**src/rtl/mem_arb_pkg.sv**
```systemverilog
// rtl/mem_arb_pkg.sv - shared state encoding and default widths for mem_port_arbiter
package mem_arb_pkg;

    localparam int MEM_ARB_DATA_WIDTH = 32;
    localparam int MEM_ARB_ADDR_WIDTH = 8;

    typedef enum logic [1:0] {
        IDLE   = 2'd0,
        ISSUE  = 2'd1,
        RDWAIT = 2'd2,
        RESP   = 2'd3
    } arb_state_e;

endpackage

```
**src/rtl/rr_arb2.sv**
```systemverilog
// rtl/rr_arb2.sv - 2-way one-hot grant; round-robin when MEM_ARB_RR_EN is defined, else fixed priority
module rr_arb2 (
    input  logic [1:0] valid,
    input  logic       ptr,
    output logic [1:0] grant
);

`ifdef MEM_ARB_RR_EN
    // ptr=1 means requester 1 is favoured on a tie
    always_comb begin
        grant = valid;
        if (valid == 2'b11) begin
            grant = ptr ? 2'b10 : 2'b01;
        end
    end
`else
    wire unused_ptr = ptr;

    assign grant = valid[0] ? 2'b01 : {valid[1], 1'b0};
`endif

endmodule

```
**src/rtl/mem_port_arbiter.sv**
```systemverilog
// rtl/mem_port_arbiter.sv - two requesters sharing one single-port memory bank; MEM_ARB_RR_EN selects round-robin
module mem_port_arbiter
    import mem_arb_pkg::*;
#(
    parameter int DATA_WIDTH = MEM_ARB_DATA_WIDTH,
    parameter int ADDR_WIDTH = MEM_ARB_ADDR_WIDTH
) (
    input  logic                  clk,
    input  logic                  rst_n,
    input  logic                  req0_valid,
    output logic                  req0_ready,
    input  logic                  req0_we,
    input  logic [ADDR_WIDTH-1:0] req0_addr,
    input  logic [DATA_WIDTH-1:0] req0_wdata,
    input  logic                  req1_valid,
    output logic                  req1_ready,
    input  logic                  req1_we,
    input  logic [ADDR_WIDTH-1:0] req1_addr,
    input  logic [DATA_WIDTH-1:0] req1_wdata,
    output logic                  rsp0_valid,
    output logic                  rsp1_valid,
    output logic [DATA_WIDTH-1:0] rsp_rdata,
    output logic [ADDR_WIDTH-1:0] addr0_b0,
    output logic                  ce0_b0,
    output logic                  we0_b0,
    output logic [DATA_WIDTH-1:0] d0_b0,
    input  logic [DATA_WIDTH-1:0] q0_b0,
    output logic                  reg_en
);

    arb_state_e state, state_nxt;
    logic [1:0] valid, grant, accept;
    logic       rr_ptr;
    logic       owner;

    assign valid = {req1_valid, req0_valid};

    rr_arb2 u_rr_arb2 (
        .valid (valid),
        .ptr   (rr_ptr),
        .grant (grant)
    );

    always_ff @(posedge clk or negedge rst_n) begin
        if (!rst_n) begin
            state <= IDLE;
        end else begin
            state <= state_nxt;
        end
    end

    // rst_n gate keeps ready low while reset is held with a valid pending
    always_comb begin
        state_nxt  = state;
        accept     = 2'b00;
        reg_en     = 1'b0;
        rsp0_valid = 1'b0;
        rsp1_valid = 1'b0;
        case (state)
            IDLE: begin
                accept = rst_n ? grant : 2'b00;
                if (|accept) state_nxt = ISSUE;
            end
            ISSUE:  state_nxt = we0_b0 ? IDLE : RDWAIT;
            RDWAIT: begin
                reg_en    = 1'b1;
                state_nxt = RESP;
            end
            RESP: begin
                rsp0_valid = ~owner;
                rsp1_valid = owner;
                state_nxt  = IDLE;
            end
            default: state_nxt = IDLE;
        endcase
    end

    assign req0_ready = accept[0];
    assign req1_ready = accept[1];

    always_ff @(posedge clk or negedge rst_n) begin
        if (!rst_n) begin
            ce0_b0    <= 1'b0;
            we0_b0    <= 1'b0;
            addr0_b0  <= '0;
            d0_b0     <= '0;
            rsp_rdata <= '0;
            owner     <= 1'b0;
        end else begin
            ce0_b0 <= |accept;
            we0_b0 <= accept[0] ? req0_we : (accept[1] & req1_we);
            if (accept[1]) begin
                addr0_b0 <= req1_addr;
                d0_b0    <= req1_wdata;
                owner    <= 1'b1;
            end else if (accept[0]) begin
                addr0_b0 <= req0_addr;
                d0_b0    <= req0_wdata;
                owner    <= 1'b0;
            end
            if (reg_en) rsp_rdata <= q0_b0;
        end
    end

`ifdef MEM_ARB_RR_EN
    // after granting req0 favour req1, and vice versa
    always_ff @(posedge clk or negedge rst_n) begin
        if (!rst_n) begin
            rr_ptr <= 1'b0;
        end else if (|accept) begin
            rr_ptr <= accept[0];
        end
    end
`else
    assign rr_ptr = 1'b0;
`endif

endmodule

```
**config.mk**
```make
export PLATFORM = sky130hd
export DESIGN_NAME = mem_port_arbiter
export DESIGN_NICKNAME = d
export VERILOG_FILES = /design/src/rtl/mem_arb_pkg.sv /design/src/rtl/rr_arb2.sv /design/src/rtl/mem_port_arbiter.sv
export SDC_FILE = /design/constraint.sdc
export NUM_CORES = 1
export LEC_CHECK = 0
export BUFFER_PORTS_ARGS = -buffer_cell sky130_fd_sc_hd__buf_2
export CELL_PAD_IN_SITES_DETAIL_PLACEMENT = 0
export CELL_PAD_IN_SITES_GLOBAL_PLACEMENT = 2
export CORE_ASPECT_RATIO = 0.8
export CORE_MARGIN = 3
export CORE_UTILIZATION = 25
export CTS_BUF_LIST = sky130_fd_sc_hd__clkbuf_8
export DETAILED_ROUTE_END_ITERATION = 16
export PLACE_DENSITY = 0.76
export SYNTH_ARGS = -nofsm -noshare
export SYNTH_HDL_FRONTEND = slang
export SYNTH_HIERARCHICAL = 1
export SYNTH_SLANG_ARGS = --single-unit
```
**constraint.sdc**
```tcl
create_clock -name clk -period 1.5 [get_ports clk]
set_input_delay 0.15 -clock clk [delete_from_list [all_inputs] [get_ports clk]]
set_output_delay 0.15 -clock clk [all_outputs]
set_load 0.005 [all_outputs]
```
# == Yosys cells after proc, flatten, opt, wreduce, memory -nomap -nowiden ==
# Index checks and enable logic that the tools add are counted.
# word_totals
input_bits,118
out_inout_bits,79
register_bits,77
# classes
n_reduce_logical,4
n_eq_ne,4
bitwise_logic,2
n_mux,16
# ops
op,n
$mux 32,2
$mux 8,2
$mux 2,5
$pmux 2 s4,1
$mux 1,6
$eq 2x2->1 const B,2
$reduce_or 2->1,2
$eq 2x1->1 const B,1
$logic_not 2->1,1
$ne 2x2->1 const B,1
$reduce_bool 2->1,1
$and 1x1->1,1
$not 1->1,1

# == Longest topological paths before layout ==
# logic_depth
depth_word,5
ltp_mapped,6

# == Cells and area by module ==
# The synthesis kept the hierarchy.
# modules_own_cells
module,seq_area_each_um2,cells_each,area_per_inst_um2,instances
mem_port_arbiter,1926.8,236,3402.0,1
rr_arb2,0.0,2,21.3,1

# == Worst setup path before layout ==
# No wires, ideal clock.
# synth_path
path_kind,flip-flop to flip-flop
start,register with a tool-made name
end,register addr0_b0[7]
path_buffers,2
setup_slack_ns,-0.102
path_stages_with_launch,6
arrival_time_ns,1.479
setup_ns,0.123
path_cell_list,dfrtp_1 > or3b_1 > buf_6 > buf_6 > o32a_1 > o221a_2
# synth_lines
element,line_no,text
to (signal assigned),mem_port_arbiter.sv:93,addr0_b0 <= req1_addr;
to (signal assigned),mem_port_arbiter.sv:97,addr0_b0 <= req0_addr;
to (decl),mem_port_arbiter.sv:23,"output logic [ADDR_WIDTH-1:0] addr0_b0,"

==> results.tsv <==
metric	value	unit
status	complete, but fails checks	
failing checks	setup timing	
max frequency	0.6091	GHz
power per cell area	1828	nW/um^2
worst min path class	in2async	
area delta synth->final	44.49	%
max-cap viol count	0	
Gate Count Post-Synth	237	
Top Usage Layer GRT	met2	
drt drc	0	
total negative slack	-4.561	ns
pre-CTS WS	-0.1021	ns
Remaining Overflow, GRT	0	
Slew HR	0.4522	
initial antenna violation count	0	
clock sinks	77	
Tmin final	1.642	ns
post-synthesis area per instance	14.43	sq um
CTS tree	done	
GR Util All Layers	0.1403	
# nets final	558	
Starting Density	0.2610	
via count	3024	
synthesized net count	355	
Post-Syn Area	3420	sq um
R2R cell count	4	
met1 Track Usage GR	0.1745	
Max rail drop VDD	0.0005781	V
worst-case clock buffer depth	2	
Die H	110.6	um
crit path max fanout	6	
GR Util met3	0.03780	
core region area	13100	sq um
leakage	0.002378	uW
DR vias/cell	4.877	
CP Class	reg2out	
setup slack, reg-to-reg	-0.13	ns
clk_skew	0.007165	ns
Reg clk slew, reported paths	0.08	ns
IO Port Bufs	196	
crit end category	output port	
Worst Path Required	1.35	ns
Ant. Diodes	0	
I/O Pins	197	
WL final	10700	um
number of global-route vias before repair	3227	
first-pass GRT wire length	16680	um
htree depth	3	
Root Buffer Master	clkbuf_8	
number of nets with antenna violations after routing	0	
routed len/inst	17.26	um
die width	136.8	um
Worst Max-Slew Pin Slew	0.8216	ns
endpoints failing setup	43	
Fillers	1323	
DP HPWL	7690	um
WP data arrival	1.49	ns
Tcrit/Tclk final	1.095	
met2 GRT Util	0.2351	
insertion delay to the later sink of the worst-skew pair	0.34	ns
Ys Warns	6	
Starting DRT DRC Count	83	
DRT Pass-1 Iters	4	
final hold vios	0	
largest net degree at the start of global routing	65	
Site Rows	37	
Startpoint Class	flop	
number of max-slew violations in the final report	0	
RR Endpoint	addr0_b0[4]$_DFFE_PN0P_	
number of CTS-inserted buffers	9	
post-route setup slack	-0.1418	ns
die area	15130	sq um
routability-driven placement congestion ratio	0.7072	
RSZ-0062 raised after global routing	yes	
layout cell share with drive strength beyond 1	0.7056	
total power	9034	uW
-- worst max path at each step --
stage	to	slack [ns]	depth (start not counted)
floorplan	addr0_b0[7]$_DFFE_PN0P_	-0.10	5
global placement	d0_b0[17]$_DFFE_PN0P_	-0.08	4
detailed placement	d0_b0[15]$_DFFE_PN0P_	-0.10	4
CTS	req1_ready	-0.16	6
global route	req1_ready	-0.21	6
finish	req1_ready	-0.14	6
-- flip-flops by register name, indices dropped and copies added (netlist names), named ones only --
signal     flops
d0_b0         32
rsp_rdata     32
addr0_b0       8
ce0_b0         1
owner          1
state          1
we0_b0         1
-- where the power goes --
part | switching [uW] | internal [uW] | leakage [uW] | total, uW
Combinational | 1550 | 2360 | 0.00134 | 3910
Clock | 769 | 691 | 0.0000917 | 1460
Sequential | 609 | 3050 | 0.000945 | 3660
Total | 2930 | 6110 | 0.00238 | 9030
-- cell type report --
cell class                      instances  area (sq um)  area share
Sequential cell                        77          1927      0.3900
Multi-Input combinational cell        131          1361      0.2755
Timing Repair Buffer                  219          1241      0.2512
Tap cell                              175         219.0     0.04432
Clock buffer                           11         151.4     0.03064
Clock inverter                          5         33.78    0.006837
Inverter                                2         7.507    0.001519
-- what timing repair did --
item	4_1_cts	5_1_grt
hold buffers	2	0
gates resized for setup	8	5
gates cloned	1	0
setup endpoints to repair	43	45
buffers inserted	3	0
hold endpoints to repair	15	0
pin swaps	2	2
-- routing by layer --
| metal | up-vias | part of all wire |
|---|---|---|
| li1 | 1391 | - |
| met1 | 1496 | 0.43 |
| met2 | 125 | 0.48 |
| met3 | 12 | 0.072 |
| met4 | 0 | 0.016 |
| met5 | - | 0 |
-- worst max-delay path, stage by stage, from the launching register on --
cell and delay (ns):
dfrtp_1 0.39, buf_6 0.14, nor3b_4 0.24, nand2_2 0.12
buf_12 0.14, inv_2 0.03, buf_2 0.09
-- placed cells by master, fill, tap and decap left out, types with 2 or more instances in the layout --
master / instances
buf_6: 6
or2_2: 2
dfrtp_1: 77
buf_12: 3
dlygate4sd3_1: 2
clkinv_2: 2
and2_1: 2
mux2_2: 32
o221a_2: 39
a21oi_1: 2
buf_4: 12
clkbuf_8: 11
clkinvlp_4: 2
o32a_1: 40
buf_2: 195
-- metrics by stage --
stage               utilization  area, sq um  hold WS [ns]  std cells
floorplan                     -         3420       -0.1456        237
global placement         0.3541         4639        0.1468        598
detailed placement       0.3541         4639        0.1466        598
CTS                      0.3760         4926      0.001459        620
global route             0.3771         4941     0.0005383        620
finish                   0.3771         4941       0.01516        620
(Power assumes the default switching activity.)
